==> src/rtl/key_debounce.sv <==
// key_debounce: per-channel two-flop synchronizer, stable-count debouncer and
// registered press/release pulse generator for active-low push buttons.
module key_debounce #(
  parameter int N_KEYS          = 4,
  parameter int DEBOUNCE_CYCLES = 1000000,
  parameter int CNT_W           = 24
) (
  input  logic              clk,
  input  logic              reset,
  input  logic [N_KEYS-1:0] key_n,
  output logic [N_KEYS-1:0] key_level,
  output logic [N_KEYS-1:0] key_press,
  output logic [N_KEYS-1:0] key_release
);
  localparam logic [CNT_W-1:0] LAST = CNT_W'(DEBOUNCE_CYCLES - 1);
  logic [N_KEYS-1:0] sync1_q, sync2_q, level_q, level_d, press_q, press_d, release_q, release_d;
  logic [N_KEYS-1:0] differ, done;
  logic [N_KEYS-1:0][CNT_W-1:0] cnt_q, cnt_d;
  always_comb begin
    differ = ~sync2_q ^ level_q;
    done = '0;
    cnt_d = cnt_q;
    for (int i = 0; i < N_KEYS; i++) begin
      done[i] = differ[i] && cnt_q[i] == LAST;
      cnt_d[i] = (differ[i] && !done[i]) ? cnt_q[i] + 1'b1 : '0;
    end
    level_d = level_q ^ done;
    press_d = level_d & ~level_q;
    release_d = ~level_d & level_q;
  end
  // Synchronizer resets to released so a key held through reset is debounced afresh.
  always_ff @(posedge clk or posedge reset) begin
    if (reset) begin
      sync1_q <= '1;
      sync2_q <= '1;
      level_q <= '0;
      press_q <= '0;
      release_q <= '0;
      cnt_q <= '0;
    end else begin
      sync1_q <= key_n;
      sync2_q <= sync1_q;
      level_q <= level_d;
      press_q <= press_d;
      release_q <= release_d;
      cnt_q <= cnt_d;
    end
  end
  assign key_level = level_q;
  assign key_press = press_q;
  assign key_release = release_q;
endmodule

==> config.mk <==
export PLATFORM = sky130hd
export DESIGN_NAME = key_debounce
export DESIGN_NICKNAME = d
export VERILOG_FILES = /design/src/rtl/key_debounce.sv
export SDC_FILE = /design/constraint.sdc
export NUM_CORES = 1
export LEC_CHECK = 0
export ABC_AREA = 1
export BUFFER_PORTS_ARGS = -buffer_cell sky130_fd_sc_hd__buf_2
export CORE_ASPECT_RATIO = 0.6
export CORE_MARGIN = 2
export CORE_UTILIZATION = 67
export CTS_CLUSTER_DIAMETER = 60
export DETAILED_ROUTE_END_ITERATION = 10
export HOLD_SLACK_MARGIN = 0.1
export PLACE_DENSITY = 0.95
export SLEW_MARGIN = 20
export SYNTH_ARGS = -nofsm -noshare
export SYNTH_HDL_FRONTEND = slang
export SYNTH_SLANG_ARGS = --single-unit
==> constraint.sdc <==
create_clock -name clk -period 5.6 [get_ports clk]
set_input_delay 0.28 -clock clk [delete_from_list [all_inputs] [get_ports clk]]
set_output_delay 0.28 -clock clk [all_outputs]
set_load 0.01 [all_outputs]
; ---- Word level (Yosys, flattened, before mapping)
; Cells that the tools add are included.
[word_totals]
reg_bits = 116
in_bits = 6
output_inout_bits = 12
word_cells = 40
[op_classes]
add_sub_neg = 4
bitwise_logic = 7
n_eq_ne = 4
reduce_logical = 12
n_mux = 4
[op_table]
columns = op, n
row1 = $add A24 B1 Y24 const B, 4
row2 = $eq A24 B20 Y1 const B, 4
row3 = $mux W24, 4
row4 = $not A4 Y4, 3
row5 = $and A4 B4 Y4, 2
row6 = $logic_and A1 B1 Y1, 8
row7 = $xor A4 B4 Y4, 2
row8 = $logic_not A1 Y1, 4

; ---- Depth between registers and ports, before layout
[logic_depth]
word_depth = 6
depth_mapped = 9

; ---- Worst setup path after synthesis
; No wires, ideal clock.
[synth_timing]
path_type = reg2reg
startpoint = reg cnt_q[0] (netlist name)
endpoint = reg level_q[0], in the netlist key_level[0]
path_stages_with_launch = 10
setup_slack_ps = 4044
synth_period_minus_slack_ps = 1556
arrival_time_ps = 1493
required_ps = 5537
path_cell_list = dfrtp_1 -> ha_1 -> inv_1 -> nor2_4 -> nand2_2 -> nor2_2 -> nand3_2 -> nor2_1 -> ha_1 -> inv_1
[synth_via]
elab_chain_cells = 3
[synth_rtl]
columns = item, line_no
row1 = "start, declared", 18  ; logic [N_KEYS-1:0][CNT_W-1:0] cnt_q, cnt_d;
row2 = "start signal, assigned", 46  ; cnt_q <= cnt_d;
row3 = $eq A24 B20 Y1, 24  ; done[i] = differ[i] && cnt_q[i] == LAST;
row4 = $logic_and A1 B1 Y1, 24
row5 = $xor A4 B4 Y4, 27  ; level_d = level_q ^ done;
row6 = net level_d[0], 16  ; logic [N_KEYS-1:0] sync1_q, sync2_q, level_q, level_d, press_q, press_d, release_q, release_d;
row7 = "end signal, assigned", 43  ; level_q <= level_d;
row8 = "end, declared", 16
; The timed path passes the listed nets, and every way through them passes these cells.

==> impl_metrics.ini <==
[clock_tree]
h-tree-depth = 4
cts_root_buf = clkbuf_16
cts_buffer_depth = 2
clkSinkCount = 116
postCtsSetupBuffers = 0
cts_made_buffers = 17
clk_latency_ps = 400
cts_tree = yes
clk_pin_slew_ps = 50

[synth]
synth_cell_types = 22
seq_area_frac_synth = 0.463
synth_top_area_cell = dfrtp_1
netlist_area_um2 = 6300
synth-seq-cells = 116
netlist_instances = 841
ys_warn_count = 0
syn-num-nets = 859
synth_top_area_share = 0.429
synthTopCellsByArea = dfrtp_1 43%, nor2_1 15%, nand2_1 13%, xor2_1 5.3%, inv_1 4.5%
avgSynthCellArea_um2 = 7.49

[setup_path]
path_max_fanout = 24
cp_slowest_cell = nand2_1
path_class = reg2reg
end_kind = register
critPathLaunchType = register
cp_top_family = simple AND/OR/NAND/NOR gates
crit_arrival_ps = 2410
crit_required_ps = 5840
cp_slowest_stage_delay_ps = 660
rrSetupSlack_ps = 3430
crit_top_cell = nand3_1
crit_chain = ha_1 > nand3_1 > nor3_1 > nand3_1 > nand2_1 > nor2_1
crit_buf_inv = 0

[power_and_ir_drop]
swShare = 0.214
p_switching_mw = 0.422
internal_power_mw = 1.55
p_seq_frac = 0.437
cellPowerDensity_nw_per_um2 = 277
power_mw = 1.97
p_leak_nw = 3.10
comb_power_share = 0.026
power.share.clock = 0.537
peakVddDrop_mv = 0.220

[timing]
worst_slack_ps = 3430
worst_pin_slew_ps = 895
max-slew-margin-rel = 0.402
drv_slew = 0
setup_viol = 0
period_share = 0.388
finalHoldViolations = 0
rsz0062_at_grt = false
fin_skew_ps = 8.24
fmax_mhz = 461
holdWs_ps = 354
fin_setup_tns_ps = 0
layout_min_cycle_time_ps = 2170

[drt]
drt_iter0_markers = 621
antenna_left = 0
detail_route.vias_per_cell = 5.32
avgRoutedWirePerCell_um = 13.8
drt-total-wl_um = 14100
num_vias = 5414
drt_first_pass_iters = 5
drc = 0

[outcome]
status = finished, final reports clean

[grt]
grt_pass1_vias = 5070
grt_max_degree = 71
antenna_found_initial = 0
grt_pass1_wl_um = 23700
track_usage = 0.296
overflow = 0

[final_layout]
area_growth_pct = 12.9
drive_above_1_share = 0.0857
fin_nets = 893
diodes = 0
final_cell_area_um2 = 7110

[floorplanning]
rows = 27
fp.dieH_um = 79.1
io_pins = 18
fp.dieArea_um2 = 10200
initial_core_util = 0.688
core_um2 = 9160
die_w_um = 129

[place]
hpwl_um = 9220
dp_slack_ps = 3490
io_buffer_count = 17
placed_cell_area_um2 = 6480
gp_congestion = 0.938

[worst_hold_path]
hold_path_class = reg2reg

[job]
maxCapViolations = 0
Yosys cell counts:
| cell | number |
|---|---|
| buf_4 | 4 |
| xor2_1 | 38 |
| o21ai_0 | 3 |
| nand4_1 | 9 |
| ha_1 | 12 |
| nor2_2 | 2 |
| nand2_2 | 10 |
| dfstp_2 | 8 |
| dfrtp_1 | 108 |
| inv_1 | 76 |
| nand3_2 | 2 |
| nand3b_1 | 2 |
| nand3_1 | 52 |
| nor2_4 | 3 |
| nor3_1 | 3 |
| a21oi_1 | 3 |
| o21bai_1 | 6 |
| nor2_1 | 254 |
| nand2_1 | 215 |
| buf_6 | 4 |
| or2_2 | 3 |
| xnor2_1 | 24 |
path summary, 6_finish.rpt:
kind | start | endpoint | cells past startpoint
setup / recovery | cnt_q[72] | cnt_q[85] | 6
hold / removal | sync1_q[0] | sync2_q[0] | 0
setup reg to reg | cnt_q[72] | cnt_q[85] | 6
hold reg to reg | sync1_q[0] | sync2_q[0] | 0
max in group asynchronous | reset | cnt_q[62] | 4
min in group asynchronous | reset | cnt_q[39] | 3
cells in the final DEF, fill, tap and decap left out, drive strengths merged:
master	count
nor3	3
clkinvlp	4
xnor2	24
bufinv	2
o21bai	6
xor2	38
dfstp	8
dlygate4sd3	5
nand3b	2
inv	76
or2	3
ha	12
nand4	9
nand3	54
dfrtp	108
buf	18
clkbuf	22
a21oi	3
nand2	225
o21ai	3
nor2	259
clkinv	3
repair_timing:
action | in CTS | in global routing
gates resized for setup | 0 | 0
hold endpoints to repair | 67 | 0
hold buffers | 5 | 0
power by group through the flow:
stage                     clock, mW  combinational, mW  sequential [mW]
final                          1.06             0.0513            0.861
after global routing           1.10             0.0593            0.862
after CTS                      1.07             0.0525            0.860
after detailed placement          0             0.0487            0.874
after global placement            0             0.0476            0.874
after floorplan                   0             0.0407            0.873
cell type report:
class | count | area (um2)
Clock buffer | 22 | 474
Tap cell | 130 | 163
Clock inverter | 9 | 105
Inverter | 76 | 288
Timing Repair Buffer | 23 | 143
Sequential cell | 116 | 2910
Fill cell | 650 | 2050
Multi-Input combinational cell | 641 | 3020
state kept, by name, indices dropped and copies added, names as in the netlist:
signal and count:
cnt_q 96, key_level 4, key_press 4, key_release 4
sync1_q 4, sync2_q 4
worst reg2reg max path, delay by kind of cell (launching register included):
family	cells	cell delay [ps]
simple gates	5	1280
flops	1	430
fa+ha+maj	1	300
stage by stage:
stage | utilization | std cells
floorplan | - | 841
global placement | 0.708 | 981
detailed placement | 0.708 | 981
CTS | 0.776 | 1017
global route | 0.776 | 1017
finish | 0.776 | 1017
kinds of logic (layout without fill, tap and decap cells):
logic type	count (synthesis)	after routing	share of synthesized area
flip-flops	116	116	0.463
AND/OR/NAND/NOR	555	555	0.358
AO/OA/AOI/OAI	12	12	0.0119
XOR/XNOR	62	62	0.0862
buffers and inverters	84	130	0.0572
adder cells (fa/ha/maj)	12	12	0.0238
metal layers:
layer | wire length (um) | vias up | track usage
li1 | - | 2639 | -
met5 | 0 | - | 0
met1 | 6620 | 2495 | 0.430
met3 | 1120 | 37 | 0.0728
met2 | 6100 | 243 | 0.442
met4 | 212 | 0 | 0.0891
Note: power is estimated with default switching activity, not from simulation.
